## config.mk

```make
export PLATFORM = sky130hd
export DESIGN_NAME = key_param_ctrl
export DESIGN_NICKNAME = d
export VERILOG_FILES = /design/src/rtl/key_param_pkg.sv /design/src/rtl/sync_edge_detect.sv /design/src/rtl/key_param_ctrl.sv
export SDC_FILE = /design/constraint.sdc
export NUM_CORES = 1
export LEC_CHECK = 0
export CAP_MARGIN = 5
export CORE_MARGIN = 10
export CORE_UTILIZATION = 50
export DETAILED_ROUTE_END_ITERATION = 10
export GPL_TIMING_DRIVEN = 0
export PLACE_DENSITY = 0.71
export SYNTH_ARGS = -nofsm -noshare
export SYNTH_HDL_FRONTEND = slang
export SYNTH_SLANG_ARGS = --single-unit
export TNS_END_PERCENT = 20
```

## constraint.sdc

```tcl
create_clock -name clk -period 1.9 [get_ports clk]
set_clock_uncertainty 0.05 [all_clocks]
set_input_delay 0.38 -clock clk [delete_from_list [all_inputs] [get_ports clk]]
set_output_delay 0.38 -clock clk [all_outputs]
set_load 0.01 [all_outputs]
```

## src/rtl/key_param_pkg.sv

```systemverilog
// Shared encodings for the key-driven pipeline parameter controller:
// display modes, key bit positions and commit FSM states.
package key_param_pkg;

  typedef enum logic [1:0] {
    MODE_GRAY     = 2'd0,
    MODE_SOBEL    = 2'd1,
    MODE_EROSION  = 2'd2,
    MODE_DILATION = 2'd3
  } mode_e;

  typedef enum logic {
    ST_IDLE = 1'b0,
    ST_PEND = 1'b1
  } state_e;

  localparam int KEY_MODE    = 0;
  localparam int KEY_UP      = 1;
  localparam int KEY_DOWN    = 2;
  localparam int KEY_RESTORE = 3;

endpackage

```

## src/rtl/sync_edge_detect.sv

```systemverilog
// One-cycle pulse on the transition of sig_i into its active level (POL).
// The history register resets to the inactive level so a level held through reset is not an edge.
module sync_edge_detect #(
  parameter logic POL = 1'b1
) (
  input  logic clk,
  input  logic rst_n,
  input  logic sig_i,
  output logic edge_o
);

  logic sig_q;

  always_ff @(posedge clk or negedge rst_n) begin
    if (!rst_n) begin
      sig_q <= ~POL;
    end else begin
      sig_q <= sig_i;
    end
  end

  assign edge_o = (sig_i == POL) && (sig_q != POL);

endmodule

```

## src/rtl/key_param_ctrl.sv

```systemverilog
// Edits a shadow copy of display mode / Sobel threshold from key events and
// commits it to the active outputs on a VSYNC edge or after a stall timeout.
module key_param_ctrl
  import key_param_pkg::*;
#(
  parameter int          KEY_WIDTH      = 4,
  parameter logic [7:0]  THRESH_DEFAULT = 8'd64,
  parameter logic [7:0]  THRESH_STEP    = 8'd8,
  parameter logic [7:0]  THRESH_MIN     = 8'd8,
  parameter logic [7:0]  THRESH_MAX     = 8'd248,
  parameter logic        VSYNC_POL      = 1'b1,
  parameter logic [23:0] TIMEOUT_TOP    = 24'd10_000_000
) (
  input  logic                 clk,
  input  logic                 rst_n,
  input  logic                 key_flag,
  input  logic [KEY_WIDTH-1:0] key_value,
  input  logic                 frame_vsync,
  output logic [1:0]           mode_out,
  output logic [7:0]           sobel_threshold,
  output logic                 param_update,
  output logic                 pending
);

  mode_e       shadow_mode_q, shadow_mode_d, active_mode_q;
  logic [7:0]  shadow_thr_q, shadow_thr_d, active_thr_q;
  state_e      state_q;
  logic [23:0] cnt_q;
  logic        update_q;
  logic        key_event;
  logic        vsync_edge;
  logic        commit;
  logic [8:0]  sum9;

  sync_edge_detect #(
    .POL(VSYNC_POL)
  ) u_vsync_edge (
    .clk   (clk),
    .rst_n (rst_n),
    .sig_i (frame_vsync),
    .edge_o(vsync_edge)
  );

  // 9-bit arithmetic on both saturation paths so neither bound can wrap.
  always_comb begin
    sum9          = {1'b0, shadow_thr_q} + {1'b0, THRESH_STEP};
    key_event     = key_flag && (|key_value[3:0]);
    shadow_mode_d = shadow_mode_q;
    shadow_thr_d  = shadow_thr_q;
    if (key_event) begin
      if (key_value[KEY_RESTORE]) begin
        shadow_mode_d = MODE_GRAY;
        shadow_thr_d  = THRESH_DEFAULT;
      end else begin
        if (key_value[KEY_MODE]) begin
          shadow_mode_d = mode_e'(shadow_mode_q + 2'd1);
        end
        if (key_value[KEY_UP] && !key_value[KEY_DOWN]) begin
          shadow_thr_d = (sum9 > {1'b0, THRESH_MAX}) ? THRESH_MAX : sum9[7:0];
        end else if (key_value[KEY_DOWN] && !key_value[KEY_UP]) begin
          shadow_thr_d = ({1'b0, shadow_thr_q} < ({1'b0, THRESH_STEP} + {1'b0, THRESH_MIN}))
                         ? THRESH_MIN : (shadow_thr_q - THRESH_STEP);
        end
      end
    end
  end

  assign commit = (state_q == ST_PEND) && (vsync_edge || (cnt_q == TIMEOUT_TOP - 24'd1));

  // A key event coinciding with a commit wins the next state: the commit
  // takes the old shadow while the new edit re-arms PEND with a fresh count.
  always_ff @(posedge clk or negedge rst_n) begin
    if (!rst_n) begin
      shadow_mode_q <= MODE_GRAY;
      shadow_thr_q  <= THRESH_DEFAULT;
      active_mode_q <= MODE_GRAY;
      active_thr_q  <= THRESH_DEFAULT;
      state_q       <= ST_IDLE;
      cnt_q         <= 24'd0;
      update_q      <= 1'b0;
    end else begin
      shadow_mode_q <= shadow_mode_d;
      shadow_thr_q  <= shadow_thr_d;
      update_q      <= commit;
      if (commit) begin
        active_mode_q <= shadow_mode_q;
        active_thr_q  <= shadow_thr_q;
      end
      if (key_event) begin
        state_q <= ST_PEND;
        cnt_q   <= 24'd0;
      end else if (commit) begin
        state_q <= ST_IDLE;
        cnt_q   <= 24'd0;
      end else if (state_q == ST_PEND) begin
        cnt_q <= cnt_q + 24'd1;
      end else begin
        cnt_q <= 24'd0;
      end
    end
  end

  assign mode_out        = active_mode_q;
  assign sobel_threshold = active_thr_q;
  assign param_update    = update_q;
  assign pending         = (state_q == ST_PEND);

endmodule

```

---- Yosys cells after proc, flatten, opt, wreduce, memory -nomap -nowiden ----
Cells that the tools add are included.
storage, ports and cells
  register bits ........................... 47
  latch bits .............................. 0
  bits in writable memories ............... 0
  bits in read-only memories .............. 0
  memories ................................ 0
operators by class
  $add $sub $neg .......................... 4
  multipliers ............................. 0
  div/mod/pow operators ................... 0
  magnitude comparators ................... 2
  equal/unequal tests ..................... 1
  shift-type cells ........................ 0
  mux-type cells .......................... 12
  bitwise operators ....................... 1
  reductions and logical operators ........ 14
operators by type and width
  cell                                                                   count
  24-bit two-way mux                                                     3
  8-bit two-way mux                                                      5
  24-bit by 1-bit adder with 24-bit output (second input constant)       1
  24-bit equality test (second input constant)                           1
  8-bit by 4-bit adder with 9-bit output (second input constant)         1
  9-bit by 8-bit > comparator with 1-bit output (second input constant)  1
  8-bit by 5-bit < comparator with 1-bit output (second input constant)  1
  8-bit by 4-bit subtractor with 8-bit output (second input constant)    1
  1-bit logical AND                                                      5
  2-bit two-way mux                                                      2
  2-bit AND reduction                                                    2
  2-bit nonzero test                                                     2
  4-bit OR reduction                                                     1
  3-bit nonzero test                                                     1
  2-bit by 1-bit adder with 2-bit output (second input constant)         1
  1-bit logical NOT                                                      2
  1-bit two-way mux                                                      2
  1-bit logical OR                                                       1
  1-bit NOT                                                              1

---- Depth between registers and ports, before layout ----
  word-level depth ........................ 6
  gate-level depth with buffers ........... 7
  gate-level depth less buffers ........... 7

---- Hierarchy ----
From an unflattened synthesis, not the netlist that was laid out.
unflattened totals
  cells, all modules ...................... 220
  area total of the unflattened synthesis .. 2219.6 um2
modules (own cells, without submodules)
  module            times used  cells each  area an instance (um2)
  key_param_ctrl    1           218         2180.8
  sync_edge_detect  1           2           38.8

---- Worst setup path after synthesis ----
Ideal clock, no wire load.
  kind .................................... flip-flop to flip-flop
  from .................................... register cnt_q[0]
  to ...................................... register active_thr_q[7] (netlist: sobel_threshold[7])
  setup time .............................. 0.125 ns
  arrival time ............................ 1.578 ns
  slack ................................... 0.147 ns
  cell stages (with the launch flop) ...... 6
  buffers on the path ..................... 0
  clock period less this slack ............ 1.753 ns
  cells stage by stage .................... dfrtp_1 ha_1 nand4_1 nor4_4 o21ai_4 mux2_4
on the way
  cells in the longest elaborated chain, start to end .. 3
RTL lines
  element                   line                  RTL
  start: declaration        key_param_ctrl.sv:28  logic [23:0] cnt_q;
  start signal: assignment  key_param_ctrl.sv:96  cnt_q <= cnt_q + 24'd1;
  24-bit equality test      key_param_ctrl.sv:68  assign commit = (state_q == ST_PEND) && (vsync_edge || (cnt_q == TIMEOUT_TOP - 24'd1));
  1-bit logical OR          key_param_ctrl.sv:68
  1-bit logical AND         key_param_ctrl.sv:68
  end signal: assignment    key_param_ctrl.sv:87  active_thr_q <= shadow_thr_q;
  end: declaration          key_param_ctrl.sv:26  logic [7:0] shadow_thr_q, shadow_thr_d, active_thr_q;
Every way passes these cells.
A chain may end at the register's enable or synchronous reset.

---- Worst setup path in the final report ----
  from .................................... register cnt_q[11]
  to ...................................... register active_thr_q[4] (netlist: sobel_threshold[4])
The elaborated chain is that of the path after synthesis.

==> results by group <==
Status
  – Status: finished clean

Setup path
  – Cell Chain, Critical Path: nor4_4 -> nand3_2 -> nor4_4 -> o21ai_4 -> mux2_4
  – FF-to-FF Start: cnt_q[11]
  – Cell mode on critical path: nor4_4
  – Worst Setup SP: cnt_q[11]
  – CP Depth: 5
  – Critical path endpoint: sobel_threshold[4]
  – Slowest stage cell, crit path: dfrtp_2
  – Crit start category: flip-flop
  – Worst R2R Setup Slack: 0.02 ns
  – Worst Path Arrival: 2.00 ns
  – Crit. End Element: flip-flop
  – Bufs and invs on worst path: 0
  – Reg2reg end: sobel_threshold[4]
  – WS Path Type: reg -> reg
  – Crit-path leading delay family: simple AND/OR/NAND/NOR gates
  – Critical Path RT: 2.02 ns
  – Slowest stage delay, CP: 0.44 ns
  – R2R depth: 5
  – CP Max Fanout: 8

Drt
  – Post-DRT Antenna Nets: 0
  – Router iterations before antenna repair: 4
  – Vias: 1634
  – Post-Route WL: roughly 4200 µm
  – Initial drt markers: 56
  – Residual DRC: 0
  – Routed len/inst: 13.9 µm
  – Vias per Instance: 5.34

CTS
  – Worst-skew pair later-pin latency: 0.29 ns
  – CTS tree: yes
  – CTS root buf: clkbuf_8
  – Clock slew at reported path FFs: 0.08 ns
  – Num CTS Buffers: 5
  – Max Root-Sink Buffers: 2
  – Clock sink count: 41
  – H-tree depth: 2

Power and ir drop
  – Pwr dens: 789 nW/µm²
  – Maximum VDD drop: 0.000604 V
  – Final Power: 0.00219 W
  – Leak pwr: between 1 and 1.5 nW

GRT
  – Largest net degree at the start of global routing: 25
  – Global-route wire length before repair: 7160 µm
  – Vias in the first global route: between 1500 and 2000
  – GRT Resource Usage Total: 0.115
  – Grt ovf: 0
  – Initial antenna violation count: 0

Place
  – Placer Congestion: 0.818
  – HPWL after DPL: just under 3000 µm
  – PortBufs: 16
  – Area after DPL: 2500 µm²

Logic synthesis
  – Synth warnings: 0
  – Average size of a mapped cell: just over 10 µm²
  – Flops & latches, synth: 41
  – Netlist cell types: 50
  – Post-synth EDFFs: 0
  – Sequential-to-total area share from yosys stat: 0.457
  – Gate Count Post-Synth: 217
  – Area leader, netlist: dfrtp_1
  – Synth Flop Type: dfrtp_1
  – Synth top cells by count: 39 x dfrtp_1, 21 x nor2_1, 16 x xor2_1
  – Top post-synthesis cells by area: dfrtp_1 43%, xor2_1 6.2%, mux2_4 4.7%, xnor2_1 3.9%, nor2_1 3.5%
  – Top-area cell type share of the netlist area: 0.434
  – Synthesized cell area: 2250 µm²
  – Most instantiated library cell after synthesis: dfrtp_1
  – Async set or reset register ratio after synthesis: 1.00

Floorplanning
  – Die Ht: 87.1 µm
  – Die area: 7580 µm²
  – Starting Density: 0.517
  – Num ports: 20
  – Core Region: 4350 µm²
  – Row count: 24
  – Die width: 87.1 µm

Layout
  – # nets final: roughly 270
  – Design area: around 2800 µm²
  – Synth-to-layout area growth: 23.4%
  – # fillers: 356
  – Ant. Diodes: 0
  – Share of layout cells above drive strength 1: 0.260
  – Finished Core Util: 0.638

STA
  – RSZ-0062 raised after global routing: true
  – Final period util: 0.990
  – Final hold vios: 0
  – Slew Limit Fails: 0
  – Tmin final: 1.88 ns
  – Fmax: around 0.53 GHz
  – Final setup viols: 0
  – Setup_tns: 0 ns

Flow run
  – Max-capacitance violation count: 0

Hold path
  – Worst hold path class: reg -> reg
-- worst reg2reg max path, stage by stage (launching register included) --
cell and delay (ns):
dfrtp_2 0.44, nor4_4 0.29, nand3_2 0.12, nor4_4 0.37
o21ai_4 0.17, mux2_4 0.33
-- repair_timing --
action                     in CTS  in global routing
gates resized for setup         8                 12
buffers inserted                8                  1
pin swaps                       7                  8
hold endpoints to repair       14                  0
hold buffers                    1                  0
cloned                          0                  0
setup endpoints to repair      29                 33
-- placed cells by master (no fill, tap or decap), drive strengths merged, types with 6 or more instances in the layout --
cell type,netlist,layout
a21oi,6,6
buf,8,20
clkbuf,4,9
clkdlybuf4s50,0,14
dfrtp,39,39
inv,9,9
mux2,8,8
nand2,14,14
nand3,10,10
nand4,8,8
nor2,30,30
o21ai,7,7
xnor2,10,10
xor2,16,16
-- routing by layer --
metal  share of wire  GRT usage
met1            0.50      0.146
met2            0.45      0.176
met3           0.040     0.0300
met4           0.012     0.0545
met5               0          0
-- worst min-delay path by stage --
stage,slack [ns],depth (start not counted),from,to
after floorplan,0.03,0,rst_n,cnt_q[0]
after global placement,0.42,1,cnt_q[0],cnt_q[0]
after detailed placement,0.31,1,rst_n,cnt_q[15]
after CTS,0.44,1,cnt_q[0],cnt_q[0]
after global routing,0.46,1,cnt_q[0],cnt_q[0]
final,0.44,1,cnt_q[0],cnt_q[0]
-- kinds of logic (layout without fill, tap and decap cells) --
| family | after synthesis | count (layout) | share of synthesized area |
|---|---|---|---|
| AOI/OAI and AO/OA | 26 | 26 | 0.0807 |
| xor gates and xnor gates | 26 | 26 | 0.101 |
| adders and majority gates | 4 | 4 | 0.0222 |
| buffers and inverters | 21 | 56 | 0.0551 |
| DFF | 41 | 41 | 0.457 |
| muxes | 9 | 9 | 0.0562 |
| other | 1 | 3 | 0.00167 |
| and+or+nand+nor | 89 | 89 | 0.226 |
-- where the power goes --
part	switching, W	total (W)	internal [W]
registers	0.0000580	0.00101	0.000952
clock network	0.000293	0.000683	0.000390
logic	0.000234	0.000498	0.000264
-- flip-flops by register name, summed over array words and instances (netlist names) --
signal	flops
cnt_q	24
shadow_thr_q	5
sobel_threshold	5
mode_out	2
shadow_mode_q	2
param_update	1
pending	1
u_vsync_edge.sig_q	1
-- per-stage QoR --
stage                     setup slack, ns  std cells  hold slack, ns
after floorplan                     0.147        219          0.0344
after global placement             -0.624        287           0.423
after detailed placement           -0.375        288           0.307
after CTS                         -0.0190        305           0.441
after global routing              -0.0847        306           0.462
final                              0.0199        306           0.435
-- layout make-up --
class	instances	area, µm²	area share
timing repair buffer	27	263	0.0946
clock inverter	2	35.0	0.0126
multi-input combinational	157	1180	0.425
buffer	12	95.1	0.0342
inverter	9	33.8	0.0122
sequential	41	1030	0.372
clock buffer	6	72.6	0.0261
tap	52	65.1	0.0234
Power figures use the tool's default switching activity.
